`config.mk`:
```
export PLATFORM = sky130hd
export DESIGN_NAME = idu_pipe_flat
export DESIGN_NICKNAME = d
export VERILOG_FILES = /design/src/rtl/idu_pipe_if.sv /design/src/rtl/idu_pipe.sv /design/src/flat_wrapper.sv
export SDC_FILE = /design/constraint.sdc
export NUM_CORES = 1
export LEC_CHECK = 0
export ABC_CLOCK_PERIOD_IN_PS = 9450
export CAP_MARGIN = 40
export CORE_MARGIN = 2
export CORE_UTILIZATION = 50
export DETAILED_ROUTE_END_ITERATION = 6
export PLACE_DENSITY = 0.84
export REMOVE_ABC_BUFFERS = 1
export SYNTH_ARGS = -nofsm -noshare
export SYNTH_HDL_FRONTEND = slang
export SYNTH_SLANG_ARGS = --single-unit
```
`constraint.sdc`:
```
create_clock -name clk -period 9.45 [get_ports clk]
set_input_delay 0.945 -clock clk [delete_from_list [all_inputs] [get_ports clk]]
set_output_delay 0.945 -clock clk [all_outputs]
set_load 0.02 [all_outputs]
```
`src/rtl/idu_pipe_if.sv`:
```
// Fetch-side and decode-side handshake bundle for idu_pipe.
// master drives the fetch offer and downstream ready; slave is the buffer.
interface idu_pipe_if #(
  parameter int PC_W = 32
);
  logic            in_valid;
  logic            in_ready;
  logic [31:0]     in_inst;
  logic [PC_W-1:0] in_pc;
  logic            out_valid;
  logic            out_ready;
  logic [PC_W-1:0] out_pc;

  modport master (
    output in_valid, in_inst, in_pc, out_ready,
    input  in_ready, out_valid, out_pc
  );

  modport slave (
    input  in_valid, in_inst, in_pc, out_ready,
    output in_ready, out_valid, out_pc
  );
endinterface

```
`src/rtl/idu_pipe.sv`:
```
// Instruction buffer with combinational RV32I decode of the head entry.
// Define IDU_RV32M_EN to accept the M-extension OP encodings (f7 = 0x01).
module idu_pipe #(
  parameter int DEPTH = 2,
  parameter int PC_W  = 32
) (
  input  logic        clk,
  input  logic        rst,
  idu_pipe_if.slave   bus,
  input  logic        flush,
  output logic [4:0]  rs1,
  output logic [4:0]  rs2,
  output logic [4:0]  rd,
  output logic [31:0] imm,
  output logic [6:0]  opcode,
  output logic [2:0]  func3,
  output logic [9:0]  funcEU,
  output logic [1:0]  amux1,
  output logic [1:0]  amux2,
  output logic        wen,
  output logic        mem_valid,
  output logic        mem_wen,
  output logic [7:0]  wmask,
  output logic        illegal
);

  localparam int AW = (DEPTH > 1) ? $clog2(DEPTH) : 1;
  localparam logic [AW:0] FULL = (AW+1)'(DEPTH);

  localparam logic [6:0] OP_LUI    = 7'b0110111;
  localparam logic [6:0] OP_AUIPC  = 7'b0010111;
  localparam logic [6:0] OP_JAL    = 7'b1101111;
  localparam logic [6:0] OP_JALR   = 7'b1100111;
  localparam logic [6:0] OP_BRANCH = 7'b1100011;
  localparam logic [6:0] OP_LOAD   = 7'b0000011;
  localparam logic [6:0] OP_STORE  = 7'b0100011;
  localparam logic [6:0] OP_IMM    = 7'b0010011;
  localparam logic [6:0] OP_OP     = 7'b0110011;
  localparam logic [6:0] OP_SYSTEM = 7'b1110011;

  logic [AW-1:0]   wr_ptr;
  logic [AW-1:0]   rd_ptr;
  logic [AW:0]     count;
  logic [31:0]     inst_q [DEPTH];
  logic [PC_W-1:0] pc_q   [DEPTH];

  logic push;
  logic pop;

  assign bus.in_ready  = (count != FULL);
  assign bus.out_valid = (count != '0);
  assign push = bus.in_valid && bus.in_ready;
  assign pop  = bus.out_valid && bus.out_ready;

  always_ff @(posedge clk) begin
    if (rst) begin
      wr_ptr <= '0;
      rd_ptr <= '0;
      count  <= '0;
    end else if (flush) begin
      wr_ptr <= '0;
      rd_ptr <= '0;
      count  <= '0;
    end else begin
      if (push) wr_ptr <= wr_ptr + AW'(1);
      if (pop)  rd_ptr <= rd_ptr + AW'(1);
      if (push && !pop)
        count <= count + (AW+1)'(1);
      else if (pop && !push)
        count <= count - (AW+1)'(1);
    end
  end

  // Storage needs no reset: count gates every read.
  always_ff @(posedge clk) begin
    if (push) begin
      inst_q[wr_ptr] <= bus.in_inst;
      pc_q[wr_ptr]   <= bus.in_pc;
    end
  end

  logic [31:0] hi;
  logic [6:0]  f7;
  logic        f7_ok;

  assign hi = inst_q[rd_ptr];
  assign f7 = hi[31:25];
  assign bus.out_pc = bus.out_valid ? pc_q[rd_ptr] : '0;

`ifdef IDU_RV32M_EN
  assign f7_ok = (f7 == 7'h00) || (f7 == 7'h20) || (f7 == 7'h01);
`else
  assign f7_ok = (f7 == 7'h00) || (f7 == 7'h20);
`endif

  always_comb begin
    rs1       = '0;
    rs2       = '0;
    rd        = '0;
    imm       = '0;
    opcode    = '0;
    func3     = '0;
    funcEU    = '0;
    amux1     = '0;
    amux2     = '0;
    wen       = 1'b0;
    mem_valid = 1'b0;
    mem_wen   = 1'b0;
    wmask     = '0;
    illegal   = 1'b0;
    if (bus.out_valid) begin
      rs1    = hi[19:15];
      rs2    = hi[24:20];
      rd     = hi[11:7];
      func3  = hi[14:12];
      opcode = hi[6:0];
      case (hi[6:0])
        OP_LUI: begin
          imm   = {hi[31:12], 12'b0};
          amux2 = 2'd2;
          wen   = 1'b1;
        end
        OP_AUIPC: begin
          imm   = {hi[31:12], 12'b0};
          amux1 = 2'd2;
          amux2 = 2'd2;
          wen   = 1'b1;
        end
        OP_JAL: begin
          imm   = {{11{hi[31]}}, hi[31], hi[19:12],
                   hi[20], hi[30:21], 1'b0};
          amux1 = 2'd2;
          amux2 = 2'd2;
          wen   = 1'b1;
        end
        OP_JALR: begin
          imm   = {{20{hi[31]}}, hi[31:20]};
          amux1 = 2'd1;
          amux2 = 2'd2;
          wen   = 1'b1;
        end
        OP_BRANCH: begin
          imm   = {{19{hi[31]}}, hi[31], hi[7],
                   hi[30:25], hi[11:8], 1'b0};
          amux1 = 2'd1;
          amux2 = 2'd1;
        end
        OP_LOAD: begin
          imm       = {{20{hi[31]}}, hi[31:20]};
          amux1     = 2'd1;
          amux2     = 2'd2;
          wen       = 1'b1;
          mem_valid = 1'b1;
        end
        OP_STORE: begin
          imm       = {{20{hi[31]}}, hi[31:25], hi[11:7]};
          amux1     = 2'd1;
          amux2     = 2'd2;
          mem_valid = 1'b1;
          mem_wen   = 1'b1;
          case (hi[14:12])
            3'd0:    wmask = 8'h01;
            3'd1:    wmask = 8'h03;
            3'd2:    wmask = 8'h0F;
            default: wmask = 8'h00;
          endcase
          illegal = (hi[14:12] > 3'd2);
        end
        OP_IMM: begin
          imm   = {{20{hi[31]}}, hi[31:20]};
          amux1 = 2'd1;
          amux2 = 2'd2;
          wen   = 1'b1;
          // Only the shift-immediates carry a real f7.
          if (hi[14:12] == 3'd1 || hi[14:12] == 3'd5)
            funcEU = {hi[14:12], f7};
          else
            funcEU = {hi[14:12], 7'b0};
        end
        OP_OP: begin
          funcEU  = {hi[14:12], f7};
          amux1   = 2'd1;
          amux2   = 2'd1;
          wen     = 1'b1;
          illegal = !f7_ok;
        end
        OP_SYSTEM: begin
        end
        default: illegal = 1'b1;
      endcase
      if (illegal) begin
        wen       = 1'b0;
        mem_valid = 1'b0;
        mem_wen   = 1'b0;
      end
    end
  end

endmodule
```
`src/flat_wrapper.sv`:
```
// flat-port wrapper written by rule: the top's interface ports become plain ports
module idu_pipe_flat 
#(
  parameter int DEPTH = 2,
  parameter int PC_W  = 32
)
  (clk, rst, flush, rs1, rs2, rd, imm, opcode, func3, funcEU, amux1, amux2, wen, mem_valid, mem_wen, wmask, illegal, bus_in_valid, bus_in_inst, bus_in_pc, bus_out_ready, bus_in_ready, bus_out_valid, bus_out_pc);
  idu_pipe_if #(.PC_W(PC_W)) bus_i ();
  input  logic clk;
  input  logic rst;
  input  logic flush;
  output logic [4:0] rs1;
  output logic [4:0] rs2;
  output logic [4:0] rd;
  output logic [31:0] imm;
  output logic [6:0] opcode;
  output logic [2:0] func3;
  output logic [9:0] funcEU;
  output logic [1:0] amux1;
  output logic [1:0] amux2;
  output logic wen;
  output logic mem_valid;
  output logic mem_wen;
  output logic [7:0] wmask;
  output logic illegal;
  input wire logic [$bits(bus_i.in_valid)-1:0] bus_in_valid;
  input wire logic [$bits(bus_i.in_inst)-1:0] bus_in_inst;
  input wire logic [$bits(bus_i.in_pc)-1:0] bus_in_pc;
  input wire logic [$bits(bus_i.out_ready)-1:0] bus_out_ready;
  output wire logic [$bits(bus_i.in_ready)-1:0] bus_in_ready;
  output wire logic [$bits(bus_i.out_valid)-1:0] bus_out_valid;
  output wire logic [$bits(bus_i.out_pc)-1:0] bus_out_pc;
  assign bus_i.in_valid = bus_in_valid;
  assign bus_i.in_inst = bus_in_inst;
  assign bus_i.in_pc = bus_in_pc;
  assign bus_i.out_ready = bus_out_ready;
  assign bus_in_ready = bus_i.in_ready;
  assign bus_out_valid = bus_i.out_valid;
  assign bus_out_pc = bus_i.out_pc;
  idu_pipe #(.DEPTH(DEPTH), .PC_W(PC_W)) u_core (.clk(clk), .rst(rst), .bus(bus_i), .flush(flush), .rs1(rs1), .rs2(rs2), .rd(rd), .imm(imm), .opcode(opcode), .func3(func3), .funcEU(funcEU), .amux1(amux1), .amux2(amux2), .wen(wen), .mem_valid(mem_valid), .mem_wen(mem_wen), .wmask(wmask), .illegal(illegal));
endmodule
```
* Word level (Yosys, flattened, before mapping) *
Memory sizes are Yosys's and may differ from the RTL's. A register that Yosys moved wholly into a read port is not among the register bits.
Cells that the tools add are included.
W data, S select, Z words.

storage, ports and cells
  register bits after elaboration = 4
  RAM bits = 128
  input port bits = 69
  output and inout bits = 117
  logic and storage cells = 86
  memories = 2

memory list
  name           words  width  read ports  clocked after Yosys merged registers in  write ports  RTL line        text
  u_core.inst_q  2      32     1           1                                        1            idu_pipe.sv:44  logic [31:0] inst_q [DEPTH];
  u_core.pc_q    2      32     1           1                                        1            idu_pipe.sv:45  logic [PC_W-1:0] pc_q [DEPTH];

cells by class
  add/sub/neg operators = 4
  magnitude comparators = 1
  equal/unequal tests = 15
  muxes and demuxes = 38
  reductions and logical operators = 23

operator list
  kind                  count
  $pmux W32 S5          1
  $mux W32              2
  $eq A7 B6 Y1 const B  4
  $eq A7 B7 Y1 const B  4
  $pmux W10 S2          1
  $mux W1               17
  $mux W8               2
  $mux W5               3
  $eq A7 B5 Y1 const B  2
  $mux W7               2
  $reduce_or A7 Y1      2
  $pmux W4 S3           1
  $mux W10              1
  $reduce_or A2 Y1      5
  $mux W2               4
  $pmux W2 S2           2
  $reduce_or A8 Y1      1
  $eq A7 B2 Y1 const B  1
  $logic_not A7 Y1      1
  $reduce_or A6 Y1      1
  $logic_and A1 B1 Y1   4
  $reduce_bool A2 Y1    2
  $eq A3 B1 Y1 const B  1
  $eq A3 B2 Y1 const B  1
  other kinds (12)      16

* Logic depth before layout (Yosys ltp) *
  depth after elaboration = 7
  mapped depth = 9
  gate-level depth less buffers = 8

* Worst setup path before layout *
Ideal clock, no wire load.

  kind = in2reg
  start = input bus_in_valid
  end = memory u_core.inst_q[0][0], enable pin
  setup time = 0.486 ns
  data arrival time = 3.715 ns
  required time = 8.964 ns
  setup slack = 5.248 ns
  stages on the path = 2
  buffers on the path = 0
  cell sequence = nand2_1 -> nor2_1

on the way
  cells in the longest elaborated chain, start to end = 3

RTL lines
  item                           RTL line            text
  start, declared                flat_wrapper.sv:26  input wire logic [$bits(bus_i.in_valid)-1:0] bus_in_valid;
  $logic_and A1 B1 Y1            idu_pipe.sv:52      assign push = bus.in_valid && bus.in_ready;
  $mux W1                        idu_pipe.sv:76      if (push) begin
  $mux W1 (not written as such)  idu_pipe.sv:77      inst_q[wr_ptr] <= bus.in_inst;
  end, declared                  idu_pipe.sv:44

Every way passes these cells.

==> impl_metrics.py <==
metrics = {
    "timing": {
        "slew_headroom": 0.395,
        "fin_tns_setup_ps": 0,
        "max_clock_freq_ghz": 0.222,
        "period_needed_ps": 4510,
        "final_max_slew_viol_count": 0,
        "finalSetupViolCount": 0,
        "fin_crit_sh": 0.477,
        "hold_violations": 0,
        "rsz0062_at_grt": "false",
        "finClkSkew_ps": 4.47,
        "worst_pin_slew_ps": 907,
    },
    "routing": {
        "route.vias.total": 4421,
        "postRouteAntennaNets": 0,
        "wirelength_um": 15100,
        "wl_per_cell_um": 18.5,
        "drc": 0,
        "dr.pass1.iters": 5,
        "post_drt_via_cell_ratio": 5.42,
        "first_iter_violations": 247,
    },
    "finish": {
        "drive_gt1_frac": 0.144,
        "fill_cells": 800,
        "antenna_cells": 0,
        "syn_to_final_growth_pct": 40.4,
        "fin_nets": 705,
    },
    "cts": {
        "cts_tree": "done",
        "cts-buffers-inserted": 17,
        "insertion_delay_ps": 410,
        "cts_sinks": 133,
        "path_clk_slew_ps": 50,
        "htree_levels": 4,
        "clockRootBuffer": "clkbuf_16",
        "post_cts_resized": 0,
        "cts.path.max_buffers": 2,
        "postCtsHoldBufs": 0,
        "cts_setup_buffers": 0,
    },
    "power_and_ir_drop": {
        "p_leak_uw": 0.00277,
        "ir_drop_v": 0.000129,
        "finalPower_uw": 1560,
        "internal_power_uw": 1160,
        "p_per_area_nw_per_um2": 180,
        "clkPwrFrac": 0.390,
        "seqPwrFrac": 0.447,
        "swShare": 0.258,
        "combPwrFrac": 0.162,
        "p_sw_uw": 404,
    },
    "grt": {
        "grt_max_degree": 66,
        "grt_pass1_vias": 4545,
        "gr-usage-met3": 0.0654,
        "grt_remaining_overflow": 0,
        "grt_pass1_wl_um": 23500,
        "grt_busiest_layer": "met2",
        "grtUsageMet2": 0.402,
        "met1_usage": 0.286,
        "antenna_found_initial": 0,
        "track_usage": 0.234,
    },
    "hold_path": {
        "whs_path_depth": 2,
        "hold_path_class": "reg -> reg",
        "min_from": "u_core.rd_ptr",
        "min_to": "u_core.rd_ptr",
    },
    "place": {
        "gp_congestion": 0.897,
        "dp_hpwl_um": 10600,
        "io_buffers": 181,
    },
    "worst_setup_path": {
        "r2r_start": "u_core.count[0]",
        "crit_fanout": 32,
        "crit_chain": "mux2_4 > a2111oi_4 > a31o_2 > nand2_1 > a21oi_2 > clkdlybuf4s50_1",
        "crit_path_end_kind": "output port",
        "required_ps": 8510,
        "arrival_ps": 3560,
        "worstReg2RegEnd": "u_core.pc_q[1][28]",
        "r2r_cells": 3,
        "critical_path.slowest_cell": "a2111oi_4",
        "startpoint_type": "flip-flop",
        "ff2ff_setup_slack_ps": 7250,
        "crit_type": "reg -> out",
        "slowest_delay_ps": 840,
    },
    "floorplan": {
        "fp.dieArea_sq_um": 13300,
        "die-height_um": 115,
        "start_util": 0.514,
        "num_rows": 40,
        "die_w_um": 115,
        "design.core.area_sq_um": 12100,
        "ioPinCount": 186,
    },
    "synth": {
        "netlist.area_leader.share": 0.620,
        "synth_warnings": 0,
        "synth_seq_area_share": 0.636,
        "syn_area_sq_um": 6200,
        "synthCells": 453,
        "synth_most_common_cell": "edfxtp_1",
        "ys_seq_elements": 133,
        "synth_top_flop_cell": "edfxtp_1",
        "synthArstFlopShare": 0,
        "yosys-top-cells-area": "edfxtp_1, mux2i_1, nor2_1, mux2_2, a21oi_2",
        "synth.avg_cell_area_sq_um": 13.7,
        "synth-edff-count": 128,
        "ys_top_cells_by_count": "edfxtp_1, nor2_1, mux2i_1",
        "synth_area_leader_cell": "edfxtp_1",
        "ys_types": 56,
    },
    "outcome": {
        "status": "finished clean",
    },
    "job": {
        "cap_violations": 0,
    },
}
==> layer usage <==
metal	wire length [um]	up-vias
li1	-	2046
met1	6010	2113
met2	7580	234
met3	1290	28
met4	218	0
met5	0	-
==> kinds of logic after synthesis <==
| kind of cell | after synthesis | share of synthesized area |
|---|---|---|
| and+or+nand+nor | 158 | 0.125 |
| DFF | 133 | 0.636 |
| muxes | 70 | 0.121 |
| AOI/OAI and AO/OA | 56 | 0.0783 |
| buffers and inverters | 29 | 0.0305 |
| xor gates and xnor gates | 5 | 0.00706 |
| adders and majority gates | 1 | 0.00202 |
| other | 1 | 0.000605 |
==> sequential cells by signal (all words and copies together) (netlist names), named ones only <==
signal         flops
u_core.rd_ptr      1
u_core.inst_q     64
u_core.wr_ptr      1
u_core.pc_q       64
u_core.count       2
==> power by group through the flow <==
stage          Clock [uW]  Sequential (uW)  Combinational (uW)
2_1_floorplan           0              713                 132
3_3_place_gp            0              709                 246
3_5_place_dp            0              712                 253
4_1_cts               619              700                 256
5_1_grt               641              703                 272
6_report              610              700                 254
==> area by class of cell <==
cell class / count / area (sq um) / area share
Multi-Input combinational cell: 294 / 2100 / 0.241
Clock buffer: 18 / 429 / 0.0493
Clock inverter: 14 / 129 / 0.0148
Sequential cell: 133 / 3950 / 0.453
Timing Repair Buffer: 187 / 1890 / 0.217
Inverter: 2 / 7.51 / 0.000862
Tap cell: 168 / 210 / 0.0241
==> how the worst max path moves through the flow <==
stage,start,end,slack (ps)
2_1_floorplan,flip-flop,wen,3670
3_3_place_gp,flip-flop,mem_valid,5310
3_5_place_dp,flip-flop,imm[19],5390
4_1_cts,flip-flop,imm[18],4930
5_1_grt,flip-flop,imm[19],4780
6_report,flip-flop,imm[18],4940
==> stage by stage <==
stage | worst slack [ps] | hold WS, ps | util | std cells | cell area, sq um
after floorplan | 3670 | 520 | - | 429 | 6030
after global placement | 5310 | 536 | 0.672 | 782 | 8110
after detailed placement | 5390 | 574 | 0.676 | 784 | 8150
after CTS | 4930 | 589 | 0.722 | 816 | 8710
after global routing | 4780 | 626 | 0.722 | 816 | 8710
final | 4940 | 578 | 0.722 | 816 | 8710
==> worst max-delay path: cells and delay by family (launching register included) <==
family	cells	cell delay (ps)
AOI/OAI and AO/OA	3	1420
DFF	1	590
muxes	1	390
and+or+nand+nor	1	130
buffers and inverters	1	620
==> cell usage in the layout (no fill, tap or decap), drive strengths merged, types with 5 or more instances in the layout <==
master,n
clkbuf,18
mux2,16
buf,6
nand2b,13
clkdlybuf4s50,181
dfxtp,5
inv,5
edfxtp,128
nor2,82
nand2,19
o21ai,7
and2,11
clkinv,8
a21oi,28
nor3,12
mux2i,54
Note: power is estimated with default switching activity, not from simulation.
